--- src/rtl/dual_input_conditioner.sv ---
`default_nettype none
// ============================================================================
//  Module   : dual_input_conditioner
//  Purpose  : Conditions two raw, asynchronous, possibly bouncing inputs so
//             they can drive the A/B inputs of a Moore state machine. Each
//             channel is synchronised into clk with two flops, then debounced
//             by a stability counter. The result is a clean level plus a
//             one-cycle pulse on every rising edge of that level.
//  Ports    : clk      - single clock, rising-edge active
//             rst      - synchronous, active-high reset
//             a_raw    - raw asynchronous input, channel A
//             b_raw    - raw asynchronous input, channel B
//             A        - debounced level, channel A
//             B        - debounced level, channel B
//             a_pulse  - one-cycle pulse on each 0->1 transition of A
//             b_pulse  - one-cycle pulse on each 0->1 transition of B
//  Revision : 1.0 - initial release
// ============================================================================
module dual_input_conditioner #(
    parameter int DEBOUNCE_CYCLES = 4,   // legal range 1 .. 2**CNT_W
    parameter int CNT_W           = 8
) (
    input  logic clk,
    input  logic rst,
    input  logic a_raw,
    input  logic b_raw,
    output logic A,
    output logic B,
    output logic a_pulse,
    output logic b_pulse
);

    // Terminal count. The counter stops here and is cleared, so it never wraps.
    localparam logic [CNT_W-1:0] c_cnt_max = CNT_W'(DEBOUNCE_CYCLES - 1);
    localparam logic [CNT_W-1:0] c_cnt_one = {{(CNT_W-1){1'b0}}, 1'b1};

    // Index 0 is channel A and index 1 is channel B.
    logic [1:0] w_raw;
    logic [1:0] w_lvl;
    logic [1:0] w_pulse;

    assign w_raw = {b_raw, a_raw};

    for (genvar i = 0; i < 2; i++) begin : g_ch
        logic             r_sync1;
        logic             r_sync2;
        logic [CNT_W-1:0] r_cnt;
        logic             r_lvl;
        logic             r_pulse;

        always_ff @(posedge clk) begin
            if (rst) begin
                r_sync1 <= 1'b0;
                r_sync2 <= 1'b0;
                r_cnt   <= '0;
                r_lvl   <= 1'b0;
                r_pulse <= 1'b0;
            end else begin
                r_sync1 <= w_raw[i];
                r_sync2 <= r_sync1;
                r_pulse <= 1'b0;
                if (r_sync2 == r_lvl) begin
                    // Any return to the current level discards partial
                    // progress, so the next deviation restarts the full count.
                    r_cnt <= '0;
                end else if (r_cnt == c_cnt_max) begin
                    r_lvl   <= r_sync2;
                    r_cnt   <= '0;
                    // A pulse fires only when the new level is high.
                    r_pulse <= r_sync2;
                end else begin
                    r_cnt <= r_cnt + c_cnt_one;
                end
            end
        end

        assign w_lvl[i]   = r_lvl;
        assign w_pulse[i] = r_pulse;
    end

    assign A       = w_lvl[0];
    assign B       = w_lvl[1];
    assign a_pulse = w_pulse[0];
    assign b_pulse = w_pulse[1];

endmodule
`default_nettype wire
--- config.mk ---
export PLATFORM = sky130hd
export DESIGN_NAME = dual_input_conditioner
export DESIGN_NICKNAME = d
export VERILOG_FILES = /design/src/rtl/dual_input_conditioner.sv
export SDC_FILE = /design/constraint.sdc
export NUM_CORES = 1
export LEC_CHECK = 0
export CAP_MARGIN = 20
export CORE_ASPECT_RATIO = 1.1
export CORE_MARGIN = 2
export CORE_UTILIZATION = 50
export CTS_CLUSTER_DIAMETER = 30
export DETAILED_ROUTE_END_ITERATION = 7
export GPL_ROUTABILITY_DRIVEN = 1
export GPL_TIMING_DRIVEN = 0
export PLACE_DENSITY = 0.77
export SYNTH_ARGS = -nofsm -noshare
export SYNTH_HDL_FRONTEND = slang
export SYNTH_SLANG_ARGS = --single-unit
--- constraint.sdc ---
create_clock -name clk -period 1.8 [get_ports clk]
set_input_delay 0.18 -clock clk [delete_from_list [all_inputs] [get_ports clk]]
set_output_delay 0.18 -clock clk [all_outputs]
set_load 0.005 [all_outputs]
==> results of run 1 <==
==> flip-flops by register name, summed over array words and instances (netlist names) <==
name,flops
a_pulse,1
b_pulse,1
A,1
B,1
g_ch.r_cnt,16
g_ch.r_sync1,2
g_ch.r_sync2,2
==> Yosys cell counts <==
master	number	area, sq um
nand2b_1	1	6.26
nor2b_1	4	25.0
or3_1	8	50.1
o211ai_1	2	15.0
or4b_4	1	13.8
or4_1	1	7.51
xnor2_1	1	8.76
dfxtp_1	24	480
ha_1	2	25.0
inv_1	5	18.8
nand4_1	2	12.5
nor4_1	1	6.26
nand3_1	6	30.0
xor2_1	6	52.6
o21ai_0	7	35.0
nor2_1	11	41.3
mux2i_1	1	10.0
a21oi_1	8	40.0
or3b_2	1	8.76
nand2_1	8	30.0
o311ai_0	1	8.76
==> cell type report <==
class,count,area share (%)
clock buffers,3,2.09
repair buffers,8,7.19
flip-flops and latches,24,44.5
clock inverters,1,2.78
inverters,5,1.74
multi-input cells,72,39.6
well taps,18,2.09
==> cells in the final DEF, fill, tap and decap left out, types with 3 or more instances in the layout <==
master,n
clkdlybuf4s50_1,7
nand2_1,8
nor2_1,11
xor2_1,6
inv_1,5
nor2b_1,4
a21oi_1,8
clkbuf_4,3
or3_1,8
o21ai_0,7
dfxtp_1,24
nand3_1,6
==> cell families after synthesis <==
logic type / after synthesis
fa+ha+maj: 2
buf+inv: 5
simple gates: 44
mux: 1
xor+xnor: 7
compound gates: 18
flops: 24
==> report_power, final <==
part / switching, mW / internal [mW] / leakage (nW)
combinational: 0.0107 / 0.0111 / 0.154
sequential: 0.00236 / 0.537 / 0.194
clock: 0.152 / 0.225 / 0.0279
total: 0.165 / 0.773 / 0.376
==> through the flow <==
step	instances	worst slack [ns]
6_report	131	0.101
5_1_grt	131	0.0297
4_1_cts	131	0.0924
3_5_place_dp	126	-0.0162
3_3_place_gp	126	0.0295
2_1_floorplan	101	0.202
==> worst reg2reg max path, stage by stage, from the launching register on <==
cell	delay, ns
dfxtp_1	0.38
ha_1	0.24
or4b_4	0.49
or3_1	0.39
a21oi_1	0.13
==> worst paths after layout <==
check / slack (ns) / start / cells past startpoint / to
setup / recovery: 0.10 / g_ch[0].r_cnt[0]$_SDFF_PP0_ / 4 / A$_SDFFE_PP0P_
hold / removal: 0.42 / a_raw / 2 / g_ch[0].r_sync1$_SDFF_PP0_
setup reg to reg: 0.10 / g_ch[0].r_cnt[0]$_SDFF_PP0_ / 4 / A$_SDFFE_PP0P_
hold reg to reg: 0.46 / g_ch[0].r_cnt[0]$_SDFF_PP0_ / 1 / g_ch[0].r_cnt[0]$_SDFF_PP0_
==> per-layer routing <==
metal	wire length (um)	up-vias	GRT usage, %
met1	619	347	16.8
met4	28	0	10.3
met2	894	8	30.7
li1	-	377	-
met3	36	4	3.33
met5	0	-	0
==> repair_timing <==
action | CTS | global route
buffers inserted | 1 | 0
endpoints found under the hold margin | 0 | 0
endpoints found under the setup margin | 6 | 0
==> reports/results.ini, run 1 <==
[worst_setup_path]
setup.worst_path.end_class=flip-flop
path_cells=ha_1 > or4b_4 > or3_1 > a21oi_1
cp_data_arrival_time_ns=1.94
path_class=reg -> reg
crit_slowest_cell=or4b_4
worst-path-buf-inv=0
crit_required_ns=2.04
max_stage_delay_ns=0.49
critical-path-top-delay-family=simple AND/OR/NAND/NOR gates
start_kind=flip-flop
cp_max_fo=4

[job]
maxCapViolCount=0

[cts]
cts_made_buffers=3
cts-root-buf=clkbuf_4
insertion_delay_ns=0.31
cts_tree=done
cts_max_level=1
cts_buffer_depth=2
ctsResizeCount=0
cts_hold_buf=0
cts_sinks=24
clk_pin_slew_ns=0.13

[logic_synthesis]
synthesis.area_sq_um=926
synth_simple_gate_area_share_pct=25.0
synth_compound_area_share_pct=10.7
syn_area_per_cell_sq_um=9.17
yosysUniqueCellTypes=21
syn-num-nets=107
ys_seq_area_share_pct=51.9
synth_fa_ha_area_share_pct=2.70
muxShareOfSynthArea_pct=1.08
synthCells=101
synth_seq_cells=24
synth_top_family_by_area=simple AND/OR/NAND/NOR gates
synth_xor_area_share_pct=6.62
yosysWarnings=0

[final_layout]
drive_above_1_share_pct=6.19
filler_cell_count=161
seq_area_sq_um=480
multi_input_area_sq_um=427
final_area_sq_um=1080
area_delta_synth_final_pct=16.5
diodes=0
nets=120
utilization_pct=61.2

[drt]
totalWireLength_mm=1.58
drc=0
drtAntennaViolNets=0
drt_pass1_iterations=4
wl_per_cell_um=12.0
routed-via-count=736
via_per_inst=5.62
drt_iter0_drc=5

[sta]
worst_pin_slew_ns=0.351
hold_violations=0
clock-skew-final_ns=0.0138
slew_headroom_pct=76.5
setup_violations=0
fin_tns_setup_ns=0
period_share_pct=94.4
max_freq_ghz=0.588
rsz0062_at_grt=false
slew_viol_final=0
whs_ns=0.424
layout_min_cycle_time_ns=1.70

[pwr]
power.total_mw=0.938
p_leak_nw=0.376
p_per_area_nw_per_um2=870
ir_worst_vdd_v=0.000585

[grt]
overflow=0
grt_use_total_pct=17.0
grt_start_max_net_pins=15
grt_pass1_wl_mm=2.79
grt_pass1_vias=713
antenna_found_initial=0

[floorplan]
die_w_um=45.0
fp.dieArea_sq_um=2210
ios=8
start_util_pct=52.6
fp.dieH_um=49.1
rows=16
core_sq_um=1760

[placed_design]
dp_hpwl_mm=1.11
io_buffers=7
place_area_sq_um=1020
place.gp.congestion=0.728

[outcome]
outcome=finished, final reports clean

[worst_hold_path]
hold_path.class=in -> reg

(Power assumes the default switching activity.)
==> run 2: changes to the inputs <==
--- a/config.mk
+++ b/config.mk
@@ -8,12 +8,12 @@
 export CAP_MARGIN = 20
 export CORE_ASPECT_RATIO = 1.1
 export CORE_MARGIN = 2
-export CORE_UTILIZATION = 50
+export CORE_UTILIZATION = 40
 export CTS_CLUSTER_DIAMETER = 30
 export DETAILED_ROUTE_END_ITERATION = 7
 export GPL_ROUTABILITY_DRIVEN = 1
 export GPL_TIMING_DRIVEN = 0
-export PLACE_DENSITY = 0.77
+export PLACE_DENSITY = 0.65
 export SYNTH_ARGS = -nofsm -noshare
 export SYNTH_HDL_FRONTEND = slang
 export SYNTH_SLANG_ARGS = --single-unit
==> reports/results.ini, run 2 (same netlist as run 1, synthesis figures left out) <==
[cts]
cts_made_buffers=3  ; unchanged
cts_hold_buf=0  ; unchanged
ctsResizeCount=0  ; unchanged
cts_tree=done
cts_sinks=24  ; unchanged
cts-root-buf=clkbuf_4
clk_pin_slew_ns=0.13  ; about the same
cts_buffer_depth=2  ; unchanged
insertion_delay_ns=0.32  ; about the same
cts_max_level=1  ; unchanged

[placed_design]
place_area_sq_um=1030  ; +1.5%
post-place-cells=138  ; +9.5%
io_buffers=7  ; unchanged
place.gp.congestion=0.694  ; -4.7%
dp_hpwl_mm=1.07  ; -3.3%

[pwr]
p_per_area_nw_per_um2=866  ; -0.36%
sequentialPowerShare_pct=56.9  ; -0.6 points
intPower_mw=0.773  ; about the same
power_frac_comb_pct=2.2  ; about the same
swShare_pct=18.4  ; +0.82 points
power_frac_clock_pct=40.9  ; +0.7 points
p_leak_nw=0.376  ; unchanged
ir_worst_vdd_v=0.000627  ; +7.3%
switchingPower_mw=0.175  ; +5.7%

[floorplan]
rows=18  ; +2
ios=8  ; unchanged
core_sq_um=2230  ; +27%
start_util_pct=41.5  ; -11 points
fp.dieH_um=54.5  ; +11%
die_w_um=49.9  ; +11%
fp.dieArea_sq_um=2720  ; +23%

[drt]
drtAntennaViolNets=0  ; unchanged
via_per_inst=5.07  ; -9.8%
wl_per_cell_um=10.5  ; -13%
drc=0  ; unchanged
drt_pass1_iterations=4  ; unchanged
routed-via-count=725  ; -1.5%
totalWireLength_mm=1.50  ; -5.1%
drt_iter0_drc=7  ; +2

[sta]
max_freq_ghz=0.606  ; +3.0%
period_share_pct=91.6  ; -2.8 points
slew_headroom_pct=76.5  ; about the same
hold_violations=0  ; unchanged
rsz0062_at_grt=false
clock-skew-final_ns=0.00744  ; -0.00641 ns
whs_ns=0.408  ; -0.0160 ns
slew_viol_final=0  ; unchanged
layout_min_cycle_time_ns=1.65  ; -0.0502 ns
worst_pin_slew_ns=0.351  ; -0.000443 ns
setup_violations=0  ; unchanged
fin_tns_setup_ns=0  ; unchanged

[worst_setup_path]
critical-path-top-delay-family=simple AND/OR/NAND/NOR gates
setup.worst_path.end_class=flip-flop
crit_slowest_cell=or4b_4
path_depth=4  ; unchanged
reg2reg_slack_ns=0.15  ; +0.05 ns
max_stage_delay_ns=0.49  ; about the same
cp_max_fo=4  ; unchanged
start_kind=flip-flop
path_cells=ha_1 > or4b_4 > or3_1 > a21oi_1
worst-path-buf-inv=0  ; unchanged
path_class=reg -> reg
crit_required_ns=2.06  ; +0.02 ns
reg2reg_depth=4  ; unchanged
cp_data_arrival_time_ns=1.91  ; -0.03 ns

[final_layout]
instances_no_fill=143  ; +9.2%
filler_cell_count=213  ; +32%
top_regs=g_ch.r_cnt x16, g_ch.r_sync1 x2, g_ch.r_sync2 x2
final_area_sq_um=1090  ; +1.4%
mostFrequentLayoutCells=24 x dfxtp_1, 11 x nor2_1, 8 x or3_1, 8 x nand2_1, 8 x a21oi_1
drive_above_1_share_pct=6.19  ; unchanged
top_register=g_ch.r_cnt
area_delta_synth_final_pct=18.1
utilization_pct=49.0  ; -12 points
largest_reg_flops=16  ; unchanged
diodes=0  ; unchanged
layout.cells.most_common=dfxtp_1
nets=120  ; unchanged

[worst_hold_path]
whs_path_depth=2  ; unchanged
hold_path.class=in -> reg

[grt]
antenna_found_initial=0  ; unchanged
busiest_layer=met2
grt_use_total_pct=13.8  ; -3.2 points
met3_usage_pct=5.74  ; +2.4 points
grt_start_max_net_pins=15  ; unchanged
grt_pass1_wl_mm=2.73  ; -2.5%
use_met2_pct=26.2  ; -4.5 points
grt_pass1_vias=693  ; -2.8%
overflow=0  ; unchanged
met1_usage_pct=13.0  ; -3.8 points

[outcome]
outcome=finished, final reports clean

[job]
maxCapViolCount=0  ; unchanged

[run 2: cell counts in the layout (fill, tap and decap cells not counted)]
No cell type changed its count.
[run 2: power by group through the flow]
stage	registers, mW	clock network, mW	logic, mW
floorplan	0.550	0	0.0102
global placement	0.551	0	0.0196
detailed placement	0.551	0	0.0203
CTS	0.539	0.403	0.0212
global route	0.540	0.425	0.0243
finish	0.539	0.387	0.0209
[run 2: per-layer routing]
layer  wire (um)  share of wire (%)
met1         663                 44
met2         754                 50
met3          50                3.3
met4          29                1.9
met5           0                  0
[run 2: timing repair]
item                                   4_1_cts  5_1_grt
endpoints found under the hold margin        0        0
setup buffers                                1        0
setup endpoints to repair                    7        0
[run 2: path summary, 6_finish.rpt]
kind	from	end
setup / recovery	g_ch[0].r_cnt[0]$_SDFF_PP0_	A$_SDFFE_PP0P_
hold / removal	b_raw	g_ch[1].r_sync1$_SDFF_PP0_
setup reg to reg	g_ch[0].r_cnt[0]$_SDFF_PP0_	A$_SDFFE_PP0P_
hold reg to reg	g_ch[1].r_sync1$_SDFF_PP0_	g_ch[1].r_sync2$_SDFF_PP0_
[run 2: metrics by stage]
step           total power [mW]  setup slack [ns]
5_1_grt                   0.990            0.0290
4_1_cts                   0.964             0.146
3_3_place_gp              0.570           -0.0117
2_1_floorplan             0.561             0.202
6_report                  0.948             0.151
3_5_place_dp              0.571           -0.0411
[run 2: area by class of cell]
| type | instances | area, sq um | share of cell area, % |
|---|---|---|---|
| repair buffers | 8 | 77.6 | 7.09 |
| well taps | 30 | 37.5 | 3.43 |
| flip-flops and latches | 24 | 480 | 43.9 |
| multi-input cells | 72 | 427 | 39.0 |
| clock inverters | 1 | 30.0 | 2.75 |
| clock buffers | 3 | 22.5 | 2.06 |
| inverters | 5 | 18.8 | 1.72 |
[run 2: worst register-to-register path, stage by stage, from the launching register on]
cell     delay [ns]
dfxtp_1        0.38
ha_1           0.22
or4b_4         0.49
or3_1          0.38
a21oi_1        0.13
==> run 3: changes to the inputs <==
--- a/config.mk
+++ b/config.mk
@@ -6,7 +6,6 @@
 export NUM_CORES = 1
 export LEC_CHECK = 0
 export CAP_MARGIN = 20
-export CORE_ASPECT_RATIO = 1.1
 export CORE_MARGIN = 2
 export CORE_UTILIZATION = 40
 export CTS_CLUSTER_DIAMETER = 30
==> reports/results.ini, run 3 (same netlist as run 1, synthesis figures left out) <==
[placed_design]
place_area_sq_um=1030  ; -0.24%
io_buffers=7  ; unchanged
dp_hpwl_mm=1.16  ; +7.7%
place.gp.congestion=0.790  ; +14%

[worst_setup_path]
path_cells=ha_1 > or4b_4 > or3_1 > a21oi_1
setup.worst_path.end_class=flip-flop
path_class=reg -> reg
cp_max_fo=4  ; unchanged
reg2reg_slack_ns=0.13  ; -0.02 ns
crit_required_ns=2.04  ; -0.02 ns
max_stage_delay_ns=0.49  ; about the same
crit_slowest_cell=or4b_4
reg2reg_depth=4  ; unchanged
reg2reg_from=g_ch[0].r_cnt[0]$_SDFF_PP0_
cp_data_arrival_time_ns=1.91  ; about the same
r2r-end=A$_SDFFE_PP0P_
start_kind=flip-flop

[final_layout]
layout.cells.most_common=dfxtp_1
filler_cell_count=215  ; +0.94%
largest_reg_flops=16  ; unchanged
diodes=0  ; unchanged
nets=120  ; unchanged
drive_above_1_share_pct=6.19  ; unchanged
area_delta_synth_final_pct=16.1
mostFrequentLayoutCells=24 x dfxtp_1, 11 x nor2_1, 8 x or3_1, 8 x nand2_1, 8 x a21oi_1
final_area_sq_um=1070  ; -1.7%
top_regs=g_ch.r_cnt x16, g_ch.r_sync1 x2, g_ch.r_sync2 x2
seq_area_sq_um=480  ; unchanged
multi_input_area_sq_um=427  ; unchanged
top_register=g_ch.r_cnt

[cts]
cts_tree=done
ctsResizeCount=0  ; unchanged
cts_max_level=1  ; unchanged
clk_pin_slew_ns=0.12  ; about the same
cts_hold_buf=0  ; unchanged
cts_setup_buffers=1  ; unchanged
cts-root-buf=clkbuf_4
insertion_delay_ns=0.31  ; about the same
cts_buffer_depth=2  ; unchanged
cts_made_buffers=3  ; unchanged
cts_sinks=24  ; unchanged

[worst_hold_path]
min_from=b_raw
whs_path_depth=2  ; unchanged
whs_endpoint=g_ch[1].r_sync1$_SDFF_PP0_
hold_path.class=in -> reg

[drt]
via_per_inst=5.09  ; +0.44%
routed-via-count=718  ; -0.97%
drt_iter0_drc=1  ; -6
totalWireLength_mm=1.58  ; +5.7%
drtAntennaViolNets=0  ; unchanged
drt_pass1_iterations=2  ; -2
wl_per_cell_um=11.2  ; +7.2%
drc=0  ; unchanged

[sta]
slew_headroom_pct=77.5  ; +1.0 points
hold_violations=0  ; unchanged
max_freq_ghz=0.599  ; -1.2%
rsz0062_at_grt=false
slew_viol_final=0  ; unchanged
layout_min_cycle_time_ns=1.67  ; +0.0194 ns
period_share_pct=92.7  ; +1.1 points
fin_tns_setup_ns=0  ; unchanged
setup_violations=0  ; unchanged
clock-skew-final_ns=0.00686  ; -0.000580 ns
whs_ns=0.418  ; +0.0102 ns
worst_pin_slew_ns=0.336  ; -0.0150 ns

[floorplan]
core_sq_um=2190  ; -1.7%
fp.dieArea_sq_um=2720  ; about the same
die_w_um=52.1  ; +4.5%
start_util_pct=42.3  ; +0.74 points
rows=17  ; -1
fp.dieH_um=52.1  ; -4.3%
ios=8  ; unchanged

[grt]
grt_use_total_pct=13.6  ; -0.22 points
overflow=0  ; unchanged
grt_pass1_wl_mm=2.70  ; -1.0%
grt_pass1_vias=693  ; unchanged
antenna_found_initial=0  ; unchanged
grt_start_max_net_pins=14  ; -1

[pwr]
p_leak_nw=0.369  ; -1.8%
p_per_area_nw_per_um2=776  ; -10%
power.total_mw=0.834  ; -12%
ir_worst_vdd_v=0.000488  ; -22%

[outcome]
outcome=finished, final reports clean

[job]
maxCapViolCount=0  ; unchanged

-- run 3: worst max path at each step --
stage / depth (start not counted) / from / slack (ns) / to
after floorplan: 4 / g_ch[0].r_cnt[0]$_SDFF_PP0_ / 0.20 / g_ch[0].r_cnt[2]$_SDFF_PP0_
after global placement: 4 / g_ch[0].r_cnt[0]$_SDFF_PP0_ / 0.02 / g_ch[0].r_cnt[3]$_SDFF_PP0_
after detailed placement: 4 / g_ch[0].r_cnt[0]$_SDFF_PP0_ / -0.06 / g_ch[0].r_cnt[3]$_SDFF_PP0_
after CTS: 4 / g_ch[0].r_cnt[0]$_SDFF_PP0_ / 0.12 / A$_SDFFE_PP0P_
after global routing: 4 / g_ch[0].r_cnt[0]$_SDFF_PP0_ / 0.01 / A$_SDFFE_PP0P_
final: 4 / g_ch[0].r_cnt[0]$_SDFF_PP0_ / 0.13 / A$_SDFFE_PP0P_
-- run 3: stage by stage --
| step | std cells | setup WS [ns] | util (%) |
|---|---|---|---|
| after global placement | 136 | 0.0234 | 47.1 |
| after global routing | 141 | 0.0134 | 49.1 |
| after detailed placement | 136 | -0.0589 | 47.1 |
| final | 141 | 0.132 | 49.1 |
| after CTS | 141 | 0.122 | 49.1 |
| after floorplan | 101 | 0.202 | - |
-- run 3: final cells by class --
class | count | area share, %
timing repair buffer | 8 | 7.22
tap | 28 | 3.26
multi-input combinational | 72 | 39.7
sequential | 24 | 44.7
inverter | 5 | 1.75
clock buffer | 4 | 3.38
-- run 3: critical path: cells and delay by family (launching register included) --
| family | cells | cell delay (ns) |
|---|---|---|
| fa+ha+maj | 1 | 0.24 |
| flops | 1 | 0.37 |
| simple gates | 2 | 0.87 |
| compound gates | 1 | 0.13 |
-- run 3: where the power goes --
part           switching, mW  total (mW)  leakage [nW]  internal (mW)
clock network          0.151       0.274        0.0210          0.123
logic                0.00984      0.0208         0.154         0.0110
registers            0.00253       0.539         0.194          0.537
-- run 3: layer usage --
layer / vias to the layer above / global-route usage, % / part of all wire [%]
li1: 374 / - / -
met1: 336 / 12.7 / 43
met2: 6 / 25.9 / 53
met3: 2 / 6.03 / 2.6
met4: 0 / 3.95 / 1.0
met5: - / 0 / 0
